**src/rtl/core_avl_arbiter.sv**
```systemverilog
// Two-master / one-slave Avalon arbiter: round-robin command grant with stall lock,
// and a read-ID FIFO that steers pipelined read responses back to their issuer.
module core_avl_arbiter #(
    parameter int ADDR_W          = 32,
    parameter int DATA_W          = 32,
    parameter int MAX_OUTSTANDING = 4
) (
    input  logic                clk,
    input  logic                rest,
    input  logic [ADDR_W-1:0]   m0_address,
    input  logic                m0_read,
    input  logic                m0_write,
    input  logic [DATA_W-1:0]   m0_writedata,
    input  logic [DATA_W/8-1:0] m0_byteenable,
    output logic                m0_waitrequest,
    output logic [DATA_W-1:0]   m0_readdata,
    output logic                m0_readdatavalid,
    input  logic [ADDR_W-1:0]   m1_address,
    input  logic                m1_read,
    input  logic                m1_write,
    input  logic [DATA_W-1:0]   m1_writedata,
    input  logic [DATA_W/8-1:0] m1_byteenable,
    output logic                m1_waitrequest,
    output logic [DATA_W-1:0]   m1_readdata,
    output logic                m1_readdatavalid,
    output logic [ADDR_W-1:0]   s_address,
    output logic                s_read,
    output logic                s_write,
    output logic [DATA_W-1:0]   s_writedata,
    output logic [DATA_W/8-1:0] s_byteenable,
    input  logic                s_waitrequest,
    input  logic [DATA_W-1:0]   s_readdata,
    input  logic                s_readdatavalid,
    output logic                rsp_err
);
    localparam int BE_W  = DATA_W / 8;
    localparam int PTR_W = $clog2(MAX_OUTSTANDING);
    localparam int CNT_W = PTR_W + 1;

    typedef struct packed {
        logic [ADDR_W-1:0] addr;
        logic              rd;
        logic              wr;
        logic [DATA_W-1:0] wdata;
        logic [BE_W-1:0]   be;
    } cmd_t;

    cmd_t [1:0]                 mcmd;
    cmd_t                       sel;
    logic [1:0]                 req;
    logic                       lock, lock_id, last_grant, rsp_err_q;
    logic                       gnt, gnt_vld, out_en;
    logic                       cmd_rd, cmd_wr, rd_blocked, present, accepted;
    logic [MAX_OUTSTANDING-1:0] id_mem;
    logic [PTR_W-1:0]           wr_ptr, rd_ptr;
    logic [CNT_W-1:0]           count;
    logic                       fifo_full, fifo_nonempty, push, pop, head_id;

    assign mcmd[0] = {m0_address, m0_read, m0_write, m0_writedata, m0_byteenable};
    assign mcmd[1] = {m1_address, m1_read, m1_write, m1_writedata, m1_byteenable};
    assign req     = {mcmd[1].rd | mcmd[1].wr, mcmd[0].rd | mcmd[0].wr};

    always_comb begin
        gnt     = 1'b0;
        gnt_vld = 1'b0;
        if (lock) begin
            gnt     = lock_id;
            gnt_vld = 1'b1;
        end else if (&req) begin
            gnt     = ~last_grant;
            gnt_vld = 1'b1;
        end else if (|req) begin
            gnt     = req[1];
            gnt_vld = 1'b1;
        end
    end

    // Read wins over write for the illegal read+write combination.
    assign sel        = mcmd[gnt];
    assign out_en     = gnt_vld & ~rest;
    assign fifo_full  = (count == CNT_W'(MAX_OUTSTANDING));
    assign cmd_rd     = out_en & sel.rd;
    assign cmd_wr     = out_en & sel.wr & ~sel.rd;
    assign rd_blocked = cmd_rd & fifo_full;
    assign present    = s_read | s_write;
    assign accepted   = present & ~s_waitrequest;

    assign s_read       = cmd_rd & ~fifo_full;
    assign s_write      = cmd_wr;
    assign s_address    = out_en ? sel.addr  : '0;
    assign s_writedata  = out_en ? sel.wdata : '0;
    assign s_byteenable = out_en ? sel.be    : '0;

    assign m0_waitrequest = ~(accepted & ~gnt);
    assign m1_waitrequest = ~(accepted & gnt);

    // Lock simply remembers "the granted master stalled this cycle"; acceptance clears it.
    always_ff @(posedge clk or posedge rest) begin
        if (rest) begin
            lock       <= 1'b0;
            lock_id    <= 1'b0;
            last_grant <= 1'b1;
        end else begin
            lock    <= (present & s_waitrequest) | rd_blocked;
            lock_id <= gnt;
            if (accepted)
                last_grant <= gnt;
        end
    end

    assign fifo_nonempty = (count != '0);
    assign push          = accepted & s_read;
    assign pop           = s_readdatavalid & fifo_nonempty;
    assign head_id       = id_mem[rd_ptr];

    always_ff @(posedge clk) begin
        if (push)
            id_mem[wr_ptr] <= gnt;
    end

    always_ff @(posedge clk or posedge rest) begin
        if (rest) begin
            wr_ptr    <= '0;
            rd_ptr    <= '0;
            count     <= '0;
            rsp_err_q <= 1'b0;
        end else begin
            if (push)
                wr_ptr <= wr_ptr + 1'b1;
            if (pop)
                rd_ptr <= rd_ptr + 1'b1;
            case ({push, pop})
                2'b10:   count <= count + 1'b1;
                2'b01:   count <= count - 1'b1;
                default: count <= count;
            endcase
            if (s_readdatavalid & ~fifo_nonempty)
                rsp_err_q <= 1'b1;
        end
    end

    assign m0_readdatavalid = pop & ~head_id;
    assign m1_readdatavalid = pop & head_id;
    assign m0_readdata      = s_readdata;
    assign m1_readdata      = s_readdata;
    assign rsp_err          = rsp_err_q;

endmodule
```
**config.mk**
```make
export PLATFORM = sky130hd
export DESIGN_NAME = core_avl_arbiter
export DESIGN_NICKNAME = d
export VERILOG_FILES = /design/src/rtl/core_avl_arbiter.sv
export SDC_FILE = /design/constraint.sdc
export NUM_CORES = 1
export LEC_CHECK = 0
export ABC_AREA = 0
export BUFFER_PORTS_ARGS = -buffer_cell sky130_fd_sc_hd__buf_2
export CORE_AREA = 2 2 124 126
export DETAILED_ROUTE_END_ITERATION = 12
export DIE_AREA = 0 0 126 128
export GPL_TIMING_DRIVEN = 0
export SYNTH_ARGS = -nofsm -noshare
export SYNTH_HDL_FRONTEND = slang
export SYNTH_SLANG_ARGS = --single-unit
```
**constraint.sdc**
```tcl
create_clock -name clk -period 5.4 [get_ports clk]
set_input_delay 0.27 -clock clk [delete_from_list [all_inputs] [get_ports clk]]
set_output_delay 0.27 -clock clk [all_outputs]
set_load 0.02 [all_outputs]
```
==> results.cfg, run 1 <==
[floorplan]
start_util_pct = 15.74
std_cell_rows = 45
core_area_um2 = 14860
fp.dieArea_um2 = 16130
die_width_um = 126
die_h_um = 128
ios = 315

[power_and_ir_drop]
ir_drop_v = 0.0001273
power.leakage_nw = 2.337
total_power_w = 0.001269
power_per_cell_area_nw_per_um2 = 312.2

[final_layout]
final_layout_size_suffix_gt1_share_pct = 56.16
post-route-util_pct = 27.36
final_cell_area_um2 = 4066
diodes = 0
mostFrequentLayoutCells = 286 x buf_2, 139 x nand2_1, 68 x a21oi_1
syn_to_final_growth_pct = 73.80
instances_no_fill = 845
final_common_cell = buf_2
nets = 840

[worst_setup_path]
cp_top_family = buffers and inverters
rrSetupSlack_ns = 2.91
reg2reg_to = count[2]$_DFFE_PP0P_
slowest_delay_ns = 0.55
endpoint_kind = output port
crit_fanout = 10
crit_chain = o21bai_2 -> o21a_1 -> buf_6 -> inv_2 -> clkbuf_1 -> nand2_1 -> a21oi_1 -> buf_2
crit_arrival_ns = 2.54
worstRegToRegCells = 10
worst_ep_required_time_ns = 5.13
cp_slowest_cell = clkbuf_1
reg2reg_from = count[2]$_DFFE_PP0P_
start_kind = register
crit_buf_inv = 4
critical_path_class = register to output port

[sta]
rsz0062_at_grt = false
slew_headroom_pct = 55.68
finalCriticalPeriod_ns = 2.809
fin_skew_ns = 0.001036
finalHoldViolCount = 0
setup_viol = 0
slew_violations = 0
fin_crit_sh_pct = 52.01
fin_setup_tns_ns = 0
timing.fmax_mhz = 356.1
worst_pin_slew_ns = 0.6647

[clock_network]
post_cts_resized = 0
cts-htree-levels = 1
cts_max_path_buffers = 2
cts_made_buffers = 3
clkTransAtPathRegs_ns = 0.05
hold_buffers = 0
clk_latency_ns = 0.25
cts_tree = built
cts_setup_buffers = 0
cts_root_buf = clkbuf_16
cts_sinks = 15

[grt]
grtUsageMet1_pct = 15.25
grt_pass1_vias = 3043
antenna_found_initial = 0
grt_max_degree = 15
grt_overflow = 0
globalRouteMet2Util_pct = 20.84
busiest_layer = met2
grt_pass1_wl_um = 15080
gr-usage-met3_pct = 1.336
grt_util_all_layers_pct = 11.66

[placed_design]
dp_hpwl_um = 8987
post-place-cells = 841
gp_congestion = 0.7678
io_buffers = 282
dpl-instance-area_um2 = 3986

[routing]
drc = 0
vias = 3408
firstDrtPassIters = 4
detail-route-antenna-nets = 0
drt-total-wl_um = 10510
viasPerCell = 4.033
wl_per_cell_um = 12.43
drt_iter0_markers = 138

[synth]
ys_types = 41
syn_area_um2 = 2340
synth_top_area_cell = nand2_1
yosys_warnings = 0
syn_avg_cell_area_um2 = 6.307
synth_seq_cells = 15
post_synth_inst_count = 371
yosysSeqAreaShare_pct = 16.95
ys_top_cells_by_area = nand2_1 22%, buf_4 21%, a21oi_1 15%
synth_fp_nets = 553
yosysTopAreaCellShare_pct = 22.30

[hold_path]
hold_class = input port to asynchronous set/reset pin

[run]
drv_cap = 0

[outcome]
outcome = finished clean
-- cell families (layout without fill, tap and decap cells) --
kind of cell	count (synthesis)	count (layout)	synth area share, %
multiplexers	3	3	1.872
adder cells (fa/ha/maj)	6	6	3.529
flip-flops	15	15	16.95
AO/OA/AOI/OAI	85	85	20.96
XOR/XNOR	6	6	2.246
AND/OR/NAND/NOR	160	160	28.24
buffers and inverters	96	382	26.20
-- routing by layer --
metal | vias up | share of wire [%]
met2 | 170 | 50
met4 | 0 | 0.92
li1 | 1704 | -
met3 | 9 | 6.7
met5 | - | 0
met1 | 1525 | 42
-- metrics by stage --
stage | worst slack [ns] | hold WS [ns]
global placement | 2.725 | 0.3411
detailed placement | 2.721 | 0.3422
CTS | 2.457 | 0.08080
finish | 2.591 | 0.06105
global route | 2.379 | 0.1099
floorplan | 3.139 | 0.1350
-- flip-flops by register name, indices dropped and copies added, names as in the netlist --
register and flops:
wr_ptr 2, lock_id 1, last_grant 1, rsp_err 1
count 3, id_mem 4, rd_ptr 2, lock 1
-- synthesized netlist by cell type, drive strengths merged --
cell	count
nand2	139
a21oi	69
buf	69
clkbuf	18
dfrtp	10
inv	9
and2	5
ha	5
edfxtp	4
o211ai	4
o21ai	4
or2	4
xnor2	4
nand2b	3
a211oi	2
nor2	2
nor3b	2
o21a	2
xor2	2
a2111oi	1
a211o	1
a21o	1
and3	1
dfstp	1
fa	1
mux2	1
mux2i	1
mux4	1
nand3	1
nor3	1
nor4	1
o21bai	1
or2b	1
-- final cells by class --
| class | instances | area, µm² |
|---|---|---|
| timing repair buffer | 282 | 1411 |
| fill | 1698 | 10800 |
| tap | 188 | 235.2 |
| clock inverter | 1 | 5.005 |
| clock buffer | 3 | 75.07 |
| buffer | 87 | 579.3 |
| inverter | 9 | 33.78 |
| multi-input combinational | 260 | 1330 |
| sequential | 15 | 396.6 |
-- how the worst max path moves through the flow --
stage                                       from                   end  depth (start not counted)
final                             lock$_DFF_PP0_         s_address[31]                          8
after global routing              lock$_DFF_PP0_         s_address[31]                          8
after floorplan           last_grant$_DFFE_PP1P_  count[2]$_DFFE_PP0P_                         10
after CTS                         lock$_DFF_PP0_         s_address[31]                          8
after global placement            lock$_DFF_PP0_         s_address[31]                          8
after detailed placement          lock$_DFF_PP0_         s_address[31]                          8
-- power by group --
part | total [W] | switching [W] | internal (W)
registers | 0.000205 | 0.0000387 | 0.000166
logic | 0.000918 | 0.000579 | 0.000340
clock network | 0.000146 | 0.0000469 | 0.0000990
No activity file was read; power rests on OpenSTA's default activity.
==> inputs of run 2 (changes only) <==
--- a/config.mk
+++ b/config.mk
@@ -5,11 +5,11 @@
 export SDC_FILE = /design/constraint.sdc
 export NUM_CORES = 1
 export LEC_CHECK = 0
-export ABC_AREA = 0
+export ABC_AREA = 1
 export BUFFER_PORTS_ARGS = -buffer_cell sky130_fd_sc_hd__buf_2
-export CORE_AREA = 2 2 124 126
+export CORE_AREA = 2 2 121 123
 export DETAILED_ROUTE_END_ITERATION = 12
-export DIE_AREA = 0 0 126 128
+export DIE_AREA = 0 0 123 125
 export GPL_TIMING_DRIVEN = 0
 export SYNTH_ARGS = -nofsm -noshare
 export SYNTH_HDL_FRONTEND = slang
==> constraint.sdc (replaced) <==
create_clock -name clk -period 2.3 [get_ports clk]
set_input_delay 0.115 -clock clk [delete_from_list [all_inputs] [get_ports clk]]
set_output_delay 0.115 -clock clk [all_outputs]
set_load 0.02 [all_outputs]
==> run 2 against run 1 <==
Against the previous run:
- clock-buffer cell count unchanged
- sequential share of layout area decreased by 0.18 points
- clock skew increased by 0.0066 ns
- largest power group unchanged
==> results.cfg, run 2 <==
[sta]
fin_crit_sh_pct = 94.44
finalHoldViolCount = 0
slew_violations = 0
finalCriticalPeriod_ns = 2.172
fin_setup_tns_ns = 0
timing.fmax_mhz = 460.4
worst_pin_slew_ns = 0.4907
slew_headroom_pct = 67.01
rsz0062_at_grt = true
setup_viol = 0
final.setup.worst_slack_ns = 0.1278
fin_skew_ns = 0.007679

[placed_design]
io_buffers = 282
dpl-instance-area_um2 = 3990
dp_slack_ns = -0.07288
dp_hpwl_um = 8778
gp_congestion = 0.8395

[final_layout]
post-route-util_pct = 29.17
multiInputGateArea_um2 = 1274
final_layout_size_suffix_gt1_share_pct = 56.62
fillers = 1636
final_cell_area_um2 = 4143
largestRegisters = id_mem: 4 flops, count: 3 flops
mostFrequentLayoutCells = 290 x buf_2, 146 x nor2_1, 68 x buf_4
regMostFlops = id_mem
regArea_um2 = 396.6
syn_to_final_growth_pct = 76.40
final_common_cell = buf_2
nets = 870
largest_reg_flops = 4

[clock_network]
cts_tree = built
cts_sinks = 15
cts_max_path_buffers = 2
cts_made_buffers = 3
clk_latency_ns = 0.25
clkTransAtPathRegs_ns = 0.05
cts-htree-levels = 1
cts_root_buf = clkbuf_16

[power_and_ir_drop]
power_per_cell_area_nw_per_um2 = 796.5
combPwrFrac_pct = 75.5
total_power_w = 0.003300
clkPwrFrac_pct = 10.5
intPower_w = 0.001488
switching_share_pct = 54.92
power.leakage_nw = 2.454
ir_drop_v = 0.0002858
switchingPower_w = 0.001812
p_seq_share_pct = 13.9

[worst_setup_path]
worst_ep_required_time_ns = 2.18
crit_arrival_ns = 2.06
slowest_delay_ns = 0.52
reg2reg_from = last_grant$_DFFE_PP1P_
start_kind = register
cp_slowest_cell = dfstp_2
critical_path_class = register to output port
crit_chain = inv_1 -> nor2_2 -> nand2_2 -> nand3_4 -> buf_4 -> clkbuf_1 -> o21ai_0 -> nor2_1 -> buf_2
startpoint = last_grant$_DFFE_PP1P_
crit_fanout = 10
endpoint_kind = output port

[synth]
synth_fp_nets = 578
synth-async-reset-ratio_pct = 73.33
synth_top_area_cell = nor2_1
syn_avg_cell_area_um2 = 5.931
synth_edf_count = 4
yosysSeqAreaShare_pct = 16.89
yosysTopAreaCellShare_pct = 23.49
post_synth_inst_count = 396
synth_fa_ha_area_share_pct = 3.516
synth_compound_area_share_pct = 17.05
ys_top_cells_by_area = nor2_1 23%, buf_4 20%, o21ai_0 14%
synth_top_family_by_area = simple AND/OR/NAND/NOR gates
synth_ff_type = dfrtp_1
synth_seq_cells = 15
ys_types = 30
syn_area_um2 = 2349
synth.area.mux_share_pct = 0
yosys.cell_count.top_type = nor2_1
yosys.area_share.xor_xnor_pct = 1.119
yosys_warnings = 0
synth_commonest_cells = 147 x nor2_1, 68 x o21ai_0, 64 x buf_4
synth-simple-area-share_pct = 32.02

[hold_path]
hold_start = s_waitrequest
hold_class = input port to register

[floorplan]
fp.dieArea_um2 = 15380
core_area_um2 = 14200
start_util_pct = 16.53
die_width_um = 123
ios = 315
std_cell_rows = 44
die_h_um = 125

[grt]
grt_pass1_vias = 3092
antenna_found_initial = 1
grt_overflow = 0
grt_max_degree = 15
grt_pass1_wl_um = 14970
grt_util_all_layers_pct = 12.18

[routing]
vias = 3365
drt-total-wl_um = 10290
drc = 0
drt_iter0_markers = 107
wl_per_cell_um = 11.79
detail-route-antenna-nets = 0
viasPerCell = 3.855
firstDrtPassIters = 4

[outcome]
outcome = finished clean

[run]
drv_cap = 0
run 2: cell count changes after synthesis, sizes merged, moves of 7 or more:
cell,before,now
nor2,2,148
nand2,139,24
o21ai,4,72
a21oi,69,2
inv,9,28
clkbuf,18,9
buf,69,76
run 2: through the flow:
stage,hold WS [ns],std cells
finish,0.1452,873
global route,0.1480,871
CTS,0.1423,871
detailed placement,0.1596,862
global placement,0.1631,862
floorplan,-0.01801,396
run 2: critical path: cells and delay by family, from the launching register on:
family,cells,cell delay (ns)
compound gates,1,0.12
flops,1,0.52
simple gates,4,0.41
buf+inv,4,0.74
run 2: final timing paths:
path / to / slack (ns) / depth (start not counted)
worst max-delay path: s_address[16] / 0.13 / 9
worst min-delay path: lock$_DFF_PP0_ / 0.15 / 3
worst max register to register: count[2]$_DFFE_PP0P_ / 0.14 / 14
worst min register to register: last_grant$_DFFE_PP1P_ / 0.46 / 2
max in group asynchronous: rd_ptr[1]$_DFFE_PP0P_ / 0.91 / 4
min in group asynchronous: last_grant$_DFFE_PP1P_ / 0.49 / 3
run 2: per-layer routing:
layer / vias up / part of all wire (%) / track usage [%]
met1: 1437 / 41 / 15.08
met4: 0 / 1.9 / 2.273
met3: 13 / 7.6 / 2.144
li1: 1766 / - / -
met2: 149 / 49 / 21.97
met5: - / 0 / 0
run 2: what timing repair did:
item                       CTS  global route
buffers inserted             3             1
pin swaps                    1             2
setup endpoints to repair    2            47
hold buffers                 2             0
hold endpoints to repair    10             0
resized for setup            0            16
run 2: logic make-up (layout without fill, tap and decap cells):
kind of cell             Yosys count  in the layout
AO/OA/AOI/OAI                     77             77
XOR/XNOR                           3              3
adder cells (fa/ha/maj)            6              6
buffers and inverters            113            404
flip-flops                        15             15
other                              0              2
AND/OR/NAND/NOR                  182            182
run 2: cell type report:
cell class | count | share of cell area [%]
inverter | 28 | 2.597
buffer | 84 | 14.13
antenna | 2 | 0.1208
sequential | 15 | 9.574
tap | 184 | 5.557
multi-input combinational | 268 | 30.75
clock inverter | 1 | 0.1812
clock buffer | 3 | 1.812
timing repair buffer | 288 | 35.28
run 2: power by group through the flow:
stage	combinational (W)	sequential [W]	clock (W)
6_report	0.00249	0.000460	0.000348
3_5_place_dp	0.00244	0.000463	0
4_1_cts	0.00248	0.000459	0.000358
3_3_place_gp	0.00244	0.000461	0
2_1_floorplan	0.00163	0.000451	0
5_1_grt	0.00278	0.000472	0.000372
==> inputs of run 3 (changes only) <==
--- a/config.mk
+++ b/config.mk
@@ -11,6 +11,7 @@
 export DETAILED_ROUTE_END_ITERATION = 12
 export DIE_AREA = 0 0 123 125
 export GPL_TIMING_DRIVEN = 0
+export RECOVER_POWER = 50
 export SYNTH_ARGS = -nofsm -noshare
 export SYNTH_HDL_FRONTEND = slang
 export SYNTH_SLANG_ARGS = --single-unit
==> run 3 against run 2 <==
Against the previous run:
- clock skew barely moved
- largest cell class unchanged
- highest routed layer unchanged
- utilization fell by 0.59 points
- wire length rose by 0.21%
==> results.cfg, run 3 (synthesis results as in run 2) <==
[grt]
antenna_found_initial = 1
grt_pass1_vias = 3092
grt_overflow = 0
grt_util_all_layers_pct = 12.18
grt_pass1_wl_um = 14970
grt_max_degree = 15

[hold_path]
hold_end = lock$_DFF_PP0_
hold_start = s_waitrequest
hold_class = input port to register
hold_depth = 3

[worst_setup_path]
endpoint_kind = output port
worst_ep_required_time_ns = 2.18
crit_arrival_ns = 2.06
rrSetupSlack_ns = 0.14
worstRegToRegCells = 14
reg2reg_to = count[2]$_DFFE_PP0P_
reg2reg_from = last_grant$_DFFE_PP1P_
start_kind = register
crit_fanout = 10
critical_path_class = register to output port

[clock_network]
cts_root_buf = clkbuf_16
cts-htree-levels = 1
clkTransAtPathRegs_ns = 0.05
clk_latency_ns = 0.25
cts_sinks = 15
cts_tree = built
cts_made_buffers = 3
cts_max_path_buffers = 2

[floorplan]
die_width_um = 123
core_area_um2 = 14200
std_cell_rows = 44
ios = 315
start_util_pct = 16.53
die_h_um = 125
fp.dieArea_um2 = 15380

[final_layout]
nets = 870
largestRegisters = id_mem: 4 flops, count: 3 flops
final_common_cell = buf_2
syn_to_final_growth_pct = 72.83
largest_reg_flops = 4
final_cell_area_um2 = 4059
regMostFlops = id_mem
final_layout_size_suffix_gt1_share_pct = 46.87
mostFrequentLayoutCells = 223 x buf_2, 146 x nor2_1, 73 x clkbuf_1

[placed_design]
gp_congestion = 0.8395
dp_slack_ns = -0.07288
dp_hpwl_um = 8778
io_buffers = 282
dpl-instance-area_um2 = 3990

[outcome]
outcome = finished clean

[sta]
fin_skew_ns = 0.007424
finalCriticalPeriod_ns = 2.174
slew_violations = 0
fin_setup_tns_ns = 0
fin_crit_sh_pct = 94.50
timing.hold.ws_ns = 0.1451
setup_viol = 0
worst_pin_slew_ns = 0.4909
rsz0062_at_grt = true
slew_headroom_pct = 66.99
timing.fmax_mhz = 460.1
final.setup.worst_slack_ns = 0.1265
finalHoldViolCount = 0

[routing]
viasPerCell = 3.856
drc = 0
drt-total-wl_um = 10310
wl_per_cell_um = 11.81
vias = 3366
firstDrtPassIters = 4
drt_iter0_markers = 106
detail-route-antenna-nets = 0

[power_and_ir_drop]
total_power_w = 0.003281
power.leakage_nw = 2.270
ir_drop_v = 0.0002850
power_per_cell_area_nw_per_um2 = 808.3

[run]
drv_cap = 0
run 3: routing by layer:
metal / routed length (µm) / track usage, % / vias up
met5: 0 / 0 / -
met4: 195 / 2.273 / 0
met3: 793 / 2.144 / 13
met2: 5058 / 21.97 / 149
met1: 4266 / 15.08 / 1438
li1: - / - / 1766
run 3: how the worst max path moves through the flow:
stage | from | to | slack, ns
global placement | last_grant$_DFFE_PP1P_ | count[1]$_DFFE_PP0P_ | -0.01
finish | last_grant$_DFFE_PP1P_ | s_address[16] | 0.13
detailed placement | last_grant$_DFFE_PP1P_ | count[1]$_DFFE_PP0P_ | -0.07
global route | lock$_DFF_PP0_ | count[2]$_DFFE_PP0P_ | -0.02
CTS | last_grant$_DFFE_PP1P_ | count[2]$_DFFE_PP0P_ | 0.04
floorplan | last_grant$_DFFE_PP1P_ | count[2]$_DFFE_PP0P_ | 0.15
run 3: final cells by class:
type	count	area [µm²]
Sequential cell	15	396.6
Buffer	84	585.6
Clock inverter	1	7.507
Timing Repair Buffer	288	1378
Tap cell	184	230.2
Inverter	28	107.6
Clock buffer	3	75.07
Multi-Input combinational cell	268	1274
Antenna cell	2	5.005
Fill cell	1674	10140
run 3: power breakdown:
part	internal, W	switching (W)	total [W]
registers	0.000388	0.0000718	0.000460
clock network	0.000234	0.000114	0.000348
logic	0.000843	0.00163	0.00247
run 3: critical path, cell delays in order, from the launching register on:
cell and delay (ns):
dfstp_2 0.52, inv_1 0.04, nor2_2 0.09, nand2_2 0.09
nand3_4 0.07, buf_4 0.19, clkbuf_1 0.32, o21ai_0 0.12
nor2_1 0.17, buf_2 0.19
run 3: what timing repair did:
action | 4_1_cts | 5_1_grt
buffers inserted | 3 | 1
setup endpoints to repair | 2 | 47
pin swaps | 1 | 2
hold buffers | 2 | 0
gates resized for setup | 0 | 16
endpoints found under the hold margin | 10 | 0
run 3: per-stage QoR:
step	cells	utilization, %
2_1_floorplan	396	-
3_3_place_gp	862	28.09
3_5_place_dp	862	28.09
4_1_cts	871	28.97
5_1_grt	871	28.54
6_report	873	28.58
